$ cat src/rtl/touch_adc_ctrl.sv
// touch_adc_ctrl: serial front end for a 12-bit AD7843-class touch ADC.
// While the pen is down it repeatedly converts X then Y inside one CS-low
// window, then publishes the pair with a one-cycle new_coord strobe.
// Optional feature macro: TOUCH_AVG_EN. When defined, each published pair
// is the truncated average of 4 consecutive valid pairs.
module touch_adc_ctrl #(
  parameter int         CLK_DIV  = 25,
  parameter int         SCAN_GAP = 50000,
  parameter logic [7:0] X_CMD    = 8'h92,
  parameter logic [7:0] Y_CMD    = 8'hD2
) (
  input  logic        iCLK,
  input  logic        iRST_n,
  input  logic        iPENIRQ_n,
  input  logic        iADC_DOUT,
  output logic        oADC_DIN,
  output logic        oADC_DCLK,
  output logic        oADC_CS_n,
  output logic [11:0] oX_COORD,
  output logic [11:0] oY_COORD,
  output logic        oNEW_COORD,
  output logic        oTOUCH_IRQ
);

  typedef enum logic [2:0] {IDLE, GAP, XFER_X, XFER_Y, UPDATE} state_t;

  localparam logic [7:0]  DIV_LAST = 8'(CLK_DIV - 1);
  localparam logic [15:0] GAP_LAST = 16'(SCAN_GAP - 1);
  localparam logic [4:0]  PER_LAST = 5'd23;
  localparam logic [4:0]  DATA_LO  = 5'd9;
  localparam logic [4:0]  DATA_HI  = 5'd20;

  state_t      state, state_next;
  logic        pen_meta, pen, dout_meta, dout_sync;
  logic [15:0] gap_cnt;
  logic [7:0]  div_cnt;
  logic [4:0]  per_cnt;
  logic        dclk_q, din_q, cs_n_q, din_next;
  logic [11:0] x_shift, y_shift;
  logic [7:0]  cmd_byte;
  logic        xfer, half_done, dclk_rise, dclk_fall, frame_end;

  // Two-flop synchronizers for the asynchronous pen interrupt and ADC data.
  // NOTE: sequential state uses non-blocking (<=) so every flop samples the
  // pre-edge value of its neighbours, exactly as the hardware does.
  always_ff @(posedge iCLK or negedge iRST_n) begin
    if (!iRST_n) begin
      pen_meta  <= 1'b0;
      pen       <= 1'b0;
      dout_meta <= 1'b0;
      dout_sync <= 1'b0;
    end else begin
      pen_meta  <= ~iPENIRQ_n;
      pen       <= pen_meta;
      dout_meta <= iADC_DOUT;
      dout_sync <= dout_meta;
    end
  end

  assign oTOUCH_IRQ = pen;

  // DCLK edge decode: each half-period lasts CLK_DIV cycles; a period is a
  // low half followed by a high half, so a frame ends on a falling edge.
  assign xfer      = (state == XFER_X) || (state == XFER_Y);
  assign half_done = xfer && (div_cnt == DIV_LAST);
  assign dclk_rise = half_done && !dclk_q;
  assign dclk_fall = half_done && dclk_q;
  assign frame_end = dclk_fall && (per_cnt == PER_LAST);
  assign cmd_byte  = (state == XFER_Y) ? Y_CMD : X_CMD;

  // State register.
  always_ff @(posedge iCLK or negedge iRST_n) begin
    if (!iRST_n) state <= IDLE;
    else         state <= state_next;
  end

  // Next-state logic and the next command bit to put on DIN.
  // NOTE: every variable gets a default at the top of always_comb so no path
  // leaves it unassigned, which would otherwise infer a latch.
  always_comb begin
    state_next = state;
    din_next   = din_q;
    case (state)
      IDLE:    if (pen) state_next = GAP;
      GAP: begin
        if (!pen)                     state_next = IDLE;
        else if (gap_cnt == GAP_LAST) state_next = XFER_X;
      end
      XFER_X:  if (frame_end) state_next = XFER_Y;
      XFER_Y:  if (frame_end) state_next = UPDATE;
      UPDATE:  state_next = pen ? GAP : IDLE;
      default: state_next = IDLE;
    endcase

    // Command bit 7 goes out with the CS fall; later bits change only on
    // DCLK falling edges, which open the next period.
    if (state == GAP && state_next == XFER_X) begin
      din_next = X_CMD[7];
    end else if (dclk_fall) begin
      if (frame_end)            din_next = (state == XFER_X) ? Y_CMD[7] : 1'b0;
      else if (per_cnt < 5'd7)  din_next = cmd_byte[3'd6 - per_cnt[2:0]];
      else                      din_next = 1'b0;
    end
  end

  // Gap counter, serial clock generation, chip select and data capture.
  always_ff @(posedge iCLK or negedge iRST_n) begin
    if (!iRST_n) begin
      gap_cnt <= '0;
      div_cnt <= '0;
      per_cnt <= '0;
      dclk_q  <= 1'b0;
      din_q   <= 1'b0;
      cs_n_q  <= 1'b1;
      x_shift <= '0;
      y_shift <= '0;
    end else begin
      gap_cnt <= (state == GAP && state_next == GAP) ? gap_cnt + 16'd1 : '0;

      if (xfer) div_cnt <= half_done ? '0 : div_cnt + 8'd1;
      else      div_cnt <= '0;

      if (half_done) dclk_q <= ~dclk_q;
      else if (!xfer) dclk_q <= 1'b0;

      if (dclk_fall)  per_cnt <= frame_end ? '0 : per_cnt + 5'd1;
      else if (!xfer) per_cnt <= '0;

      // CS is low exactly while the FSM is in one of the two frames.
      cs_n_q <= !((state_next == XFER_X) || (state_next == XFER_Y));
      din_q  <= din_next;

      if (dclk_rise && per_cnt >= DATA_LO && per_cnt <= DATA_HI) begin
        if (state == XFER_X) x_shift <= {x_shift[10:0], dout_sync};
        else                 y_shift <= {y_shift[10:0], dout_sync};
      end
    end
  end

  assign oADC_DCLK = dclk_q;
  assign oADC_DIN  = din_q;
  assign oADC_CS_n = cs_n_q;

`ifdef TOUCH_AVG_EN
  logic [13:0] x_acc, y_acc, x_sum, y_sum;
  logic [1:0]  avg_cnt;

  assign x_sum = x_acc + {2'b00, x_shift};
  assign y_sum = y_acc + {2'b00, y_shift};

  // Accumulate 4 valid pairs, then publish the truncated average.
  always_ff @(posedge iCLK or negedge iRST_n) begin
    if (!iRST_n) begin
      oX_COORD   <= '0;
      oY_COORD   <= '0;
      oNEW_COORD <= 1'b0;
      x_acc      <= '0;
      y_acc      <= '0;
      avg_cnt    <= '0;
    end else begin
      oNEW_COORD <= 1'b0;
      if (state == UPDATE && pen) begin
        if (avg_cnt == 2'd3) begin
          oX_COORD   <= x_sum[13:2];
          oY_COORD   <= y_sum[13:2];
          oNEW_COORD <= 1'b1;
          x_acc      <= '0;
          y_acc      <= '0;
          avg_cnt    <= '0;
        end else begin
          x_acc   <= x_sum;
          y_acc   <= y_sum;
          avg_cnt <= avg_cnt + 2'd1;
        end
      end else if (state == IDLE) begin
        x_acc   <= '0;
        y_acc   <= '0;
        avg_cnt <= '0;
      end
    end
  end
`else
  // Publish each pair whose UPDATE still sees the pen down.
  always_ff @(posedge iCLK or negedge iRST_n) begin
    if (!iRST_n) begin
      oX_COORD   <= '0;
      oY_COORD   <= '0;
      oNEW_COORD <= 1'b0;
    end else begin
      oNEW_COORD <= 1'b0;
      if (state == UPDATE && pen) begin
        oX_COORD   <= x_shift;
        oY_COORD   <= y_shift;
        oNEW_COORD <= 1'b1;
      end
    end
  end
`endif

endmodule

$ cat config.mk
export PLATFORM = sky130hd
export DESIGN_NAME = touch_adc_ctrl
export DESIGN_NICKNAME = d
export VERILOG_FILES = /design/src/rtl/touch_adc_ctrl.sv
export SDC_FILE = /design/constraint.sdc
export NUM_CORES = 1
export LEC_CHECK = 0
export CORE_ASPECT_RATIO = 1.2
export CORE_MARGIN = 4
export CORE_UTILIZATION = 40
export DETAILED_ROUTE_END_ITERATION = 7
export GPL_ROUTABILITY_DRIVEN = 0
export PLACE_DENSITY_LB_ADDON = 0.05
export SKIP_LAST_GASP = 1
export SLEW_MARGIN = 25
export SYNTH_ARGS = -nofsm -noshare
export SYNTH_HDL_FRONTEND = slang
export SYNTH_SLANG_ARGS = --single-unit
$ cat constraint.sdc
create_clock -name iCLK -period 5 [get_ports iCLK]
set_input_delay 1 -clock iCLK [delete_from_list [all_inputs] [get_ports iCLK]]
set_output_delay 1 -clock iCLK [all_outputs]
set_load 0.02 [all_outputs]
Word level (Yosys, flattened, before mapping)
Cells that the tools add are included.

storage, ports and cells
  bits in registers = 88
  output and inout bits = 29
  logic and storage cells = 80

cells by class
  add/subtract/negate cells = 4
  order comparisons = 4
  equality and inequality tests = 12
  mux-type cells = 24
  bitwise logic cells = 3
  reduce and logical (&&, ||, !) cells = 17

operators with widths
  operator               number
  $add 16x1->16 const B  1
  $eq 16x16->1 const B   1
  $mux 16                1
  $mux 8                 2
  $mux 3                 5
  $mux 5                 3
  $pmux 3 s5             1
  $eq 3x2->1 const B     4
  $mux 1                 10
  $logic_and 1x1->1      9
  $add 8x1->8 const B    1
  $eq 8x5->1 const B     1
  $mux 7                 1
  $eq 3x1->1 const B     2
  $add 5x1->5 const B    1
  $eq 5x5->1 const B     1
  $ge 5x4->1 const B     1
  $le 5x5->1 const B     1
  $lt 5x3->1 const B     1
  $lt 3x4->1 const B     1
  $ne 2x1->1 const B     2
  $reduce_and 2->1       2
  $bmux 1 s3             1
  $eq 3x3->1 const B     1
  other kinds (6)        10

Depth between registers and ports, before layout
  word-level depth = 10
  mapped depth = 8
  gate-level depth less buffers = 6

Least setup slack after synthesis
Ideal clock, no wire load.

  path kind = register to register
  from = register per_cnt[2]
  to = register x_shift[10]
  setup time = 0.125 ns
  data arrival time = 1.795 ns
  data required time = 4.875 ns
  slack = 3.079 ns
  cell stages (with the launch flop) = 7
  clock period less this slack = 1.921 ns
  cells stage by stage = dfrtp_1 buf_6 or4_1 o211a_1 and4b_4 buf_6 mux2_4

between the ends
  cells in the longest elaborated chain, start to end = 4
  elaborated cells between the ends (all ways) = 5

RTL lines
  element                         line  text
  from (decl)                     37    logic [4:0] per_cnt;
  from (signal assigned)          126   if (dclk_fall) per_cnt <= frame_end ? '0 : per_cnt + 5'd1;
  $ge 5x4->1                      133   if (dclk_rise && per_cnt >= DATA_LO && per_cnt <= DATA_HI) begin
  $logic_and 1x1->1               133
  $logic_and 1x1->1 (*)           133
  $reduce_and 2->1 (no line) (*)  --
  to (signal assigned)            134   if (state == XFER_X) x_shift <= {x_shift[10:0], dout_sync};
  to (decl)                       39    logic [11:0] x_shift, y_shift;

Every way passes the cells marked *; elsewhere a longest branch is shown, timed or not.
A chain may end at the register's enable or synchronous reset.

Final worst setup path
  from = register dclk_q (netlist: oADC_DCLK)
  to = output oADC_DCLK

RTL lines
  element                 line  text
  from (decl)             38    logic dclk_q, din_q, cs_n_q, din_next;
  from (signal assigned)  123   if (half_done) dclk_q <= ~dclk_q;
  to (decl)               17    output logic oADC_DCLK,

No word-level cell between the ends.

==> results.txt <==
The leakage component of the power is 2.02 nW. The total wire length came out at 6870 um. The part of the power in combinational logic came out at 1.9%.

The share of synthesized flip-flops with an asynchronous set or reset came out at 100%. The detailed-route DRC error count is 0. sky130_fd_sc_hd__dfrtp_1 takes more of the synthesized area than any other cell. The count of input and output buffers is 32.

Yosys attributes the largest share of cell area to sky130_fd_sc_hd__dfrtp_1 (57%), sky130_fd_sc_hd__mux2_2 (11%), sky130_fd_sc_hd__mux2_4 (3.9%). For this block, the via count after detailed routing is 2334. The ratio of cells with drive above 1 in the final layout is 20.5%. Sequential cells account for 61.5% of the total power. The critical path is of the reg2out type. The area added between synthesis and finish came out at 15.5%.

The start point of the worst hold path is pen_meta. The flow ran to the end, and the final reports show no timing, DRC or antenna violations. STA classifies the critical path startpoint as a flip-flop. The endpoint type of the worst setup path is an output pin. The number of clock sinks came out at 88. The critical path arrival came out at 1.48 ns.

The initial antenna violation count came to 0. Static timing analysis puts the maximum clock frequency at 404 MHz. The tightest slew margin relative to the limit came out at 53.9%. The analysis attributes to net switching a power of 0.000267 W. After synthesis, the largest area contributor takes up 56.6% of total cell area. The maximum buffer depth of the clock tree came out at 2. The maximum single-stage delay on the critical path came out at 0.65 ns. The number of rows created at floorplan came out at 38. The number of fill cells in the layout came out at 879.

The clock network fraction of design power is 36.5%. The count of state elements after synthesis came out at 88. The worst hold path passes through 0 cells. In this run the horizontal extent of the chip is 97.5 um. The distinct cell type count of the synthesized netlist is 43.

The combined area of the multi-input logic cells came out at 1550 sq um. The startpoint of the lowest-slack register-to-register path is div_cnt[0]. By count the netlist is led by sky130_fd_sc_hd__dfrtp_1 (87), sky130_fd_sc_hd__mux2_2 (38), sky130_fd_sc_hd__nor2_1 (32), sky130_fd_sc_hd__nand3_1 (15), sky130_fd_sc_hd__xnor2_1 (14).

The cell at the root of the clock tree is sky130_fd_sc_hd__clkbuf_8. The synthesized design contains 0 enable-type register cells. The clock skew came out at 0.0122 ns. Once the floorplan was initialized, standard cells occupied 41.7% of the core. Across the whole layout, storage elements account for 2200 sq um. The first TritonRoute pass finished after 4 iterations. The buffers plus inverters on the worst setup path came out at 1. The synthesized area per cell is 12.7 sq um. The power density over cell area came out at 262 nW/um^2. Yosys instantiated no cell more often than sky130_fd_sc_hd__dfrtp_1. The tightest min-delay check is of the reg2reg type. The die footprint came out at 11200 sq um.

The sink of the worst hold path is oTOUCH_IRQ. Cell internal power was estimated by the tool at 0.000897 W. The height of the die came out at 115 um. The global-route wire length before repair came out at 12200 um. The Yosys step of the flow raised 0 warnings. The total count of max-transition violations in the final report came to 0. The clock-pin transition on the worst setup and hold timing paths is 0.08 ns.

The global-route total usage across every layer came out at 13.5%. For the pin with the worst max-slew slack, the measured transition is 0.691 ns. The time the final worst path needs with I/O delays and setup is 2.48 ns. The repair_antennas step left the layout with diodes totalling 0. After synthesis the cells add up to 3840 sq um. The number of global-route vias before repair came out at 2488. The total count of hold-check failures in the final report is 0. Among cell families on the critical path, the largest total delay comes from buffers and inverters. In this run, post-CTS repair resized a total of 0 instances.

The worst flop-to-flop path endpoint is y_shift[5]. The number of nets in the synthesized netlist is 315. The switching portion of total power is 22.9%.

The largest individual stage delay along the critical path comes from the cell sky130_fd_sc_hd__clkdlybuf4s50_1. The total number of nets in the final design is 349. Entering global routing, the biggest net connects 56 pins.

The worst reg2reg path depth came out at 6. The count of max-cap constraint violations came out at 0. The worst hold margin is 0.354 ns. The number of clock buffers added by TritonCTS is 9. TritonCTS built the clock tree. The final setup violation count came out at 0. The number of vias per cell after detailed routing came out at 5.06.

The count of hold-fix buffers inserted at cts came out at 0. The post-CTS setup repair buffer count came out at 0. The critical path goes through clkdlybuf4s50_1.

Setup repair after global routing left no endpoint under its margin. The summed negative setup slack over all endpoints is 0 ns. The wire length per cell is 14.9 um. The area of the core is 9220 sq um. The ratio of final minimum period to clock period came out at 49.5%. The later pin in the worst-skew pair is clocked with a latency of 0.35 ns. The maximum fanout encountered on the critical timing path came out at 6. During I/O placement, the number of pins put on the boundary was 33.

The synthesized netlist cell count is 303. The remaining global-route overflow came out at 0. The wire-length estimate of the detail-placed layout is 4490 um. Once detail routing completed, the nets flagged for antenna violations numbered 0. Data on the critical path is required at its endpoint by 4.00 ns.

After synthesis, flip-flops and latches occupy 57.3% of the total area. Across all register-to-register paths, the minimum setup slack is 2.64 ns. The worst-case vdd ir drop came out at 0.000118 V. In the synthesized netlist the dominant register cell turns out to be sky130_fd_sc_hd__dfrtp_1. The detailed router finished its first iteration with 74 violations. The number of H-tree branching levels came out at 3.
metal layers:
layer | track usage (%) | wire (um)
met5 | 0 | 0
met2 | 21.9 | 3380
met3 | 3.40 | 207
met4 | 5.08 | 73
met1 | 17.4 | 3210
layout by cell type (no fill, tap or decap), drive strengths merged, types with 3 or more instances in the layout:
master / n
nand3: 15
nor2: 32
a21oi: 3
nand2: 9
o21ai: 4
or4: 3
dfrtp: 87
nor4bb: 4
buf: 3
clkbuf: 10
mux2i: 3
nor2b: 4
nor4: 3
and4b: 3
nand4: 6
mux2: 48
nor3: 4
and3: 4
ha: 8
clkinv: 4
clkdlybuf4s50: 31
inv: 10
xor2: 8
xnor2: 14
cells by family (layout without fill, tap and decap cells):
family / after synthesis / in the layout / share of synthesized area (%)
mux: 51 / 51 / 15.8
flops: 88 / 88 / 57.3
compound gates: 17 / 17 / 3.00
xor+xnor: 22 / 22 / 5.01
buf+inv: 21 / 59 / 2.64
fa+ha+maj: 8 / 8 / 2.60
simple gates: 96 / 96 / 13.6
flip-flops by register name, indices dropped and copies added (netlist names), 3 cells and up:
| name | count |
|---|---|
| x_shift | 12 |
| state | 3 |
| per_cnt | 5 |
| div_cnt | 8 |
| oX_COORD | 12 |
| gap_cnt | 16 |
| oY_COORD | 12 |
| y_shift | 12 |
through the flow:
| stage | utilization, % | total power [W] | cells | setup slack (ns) | instance area (sq um) |
|---|---|---|---|---|---|
| after CTS | 48.1 | 0.00119 | 461 | 2.49 | 4440 |
| after floorplan | - | 0.000735 | 303 | 3.08 | 3840 |
| after global routing | 48.1 | 0.00122 | 461 | 2.44 | 4440 |
| after global placement | 46.4 | 0.000755 | 446 | 2.71 | 4280 |
| after detailed placement | 46.4 | 0.000755 | 446 | 2.63 | 4280 |
| final | 48.1 | 0.00116 | 461 | 2.52 | 4440 |
power by group through the flow:
stage / Sequential [W] / Combinational [W] / Clock [W]
after global placement: 0.000731 / 0.0000242 / 0
after CTS: 0.000717 / 0.0000246 / 0.000445
after global routing: 0.000717 / 0.0000271 / 0.000478
after detailed placement: 0.000731 / 0.0000245 / 0
final: 0.000717 / 0.0000226 / 0.000425
after floorplan: 0.000730 / 0.00000534 / 0
worst max path at each step:
| stage | from | end | slack, ns | depth (start not counted) |
|---|---|---|---|---|
| 2_1_floorplan | per_cnt[2] | x_shift[10] | 3.08 | 6 |
| 3_3_place_gp | div_cnt[0] | y_shift[5] | 2.71 | 6 |
| 3_5_place_dp | div_cnt[0] | y_shift[5] | 2.63 | 6 |
| 4_1_cts | oADC_DCLK | oADC_DCLK | 2.49 | 1 |
| 5_1_grt | div_cnt[0] | y_shift[5] | 2.44 | 6 |
| 6_report | oADC_DCLK | oADC_DCLK | 2.52 | 1 |
cell type report:
type	instances	area share, %
multi-input combinational	194	35.0
timing repair buffer	34	7.50
clock inverter	5	0.789
clock buffer	10	2.87
inverter	10	0.845
sequential	88	49.6
tap	120	3.38
(Power assumes the default switching activity.)
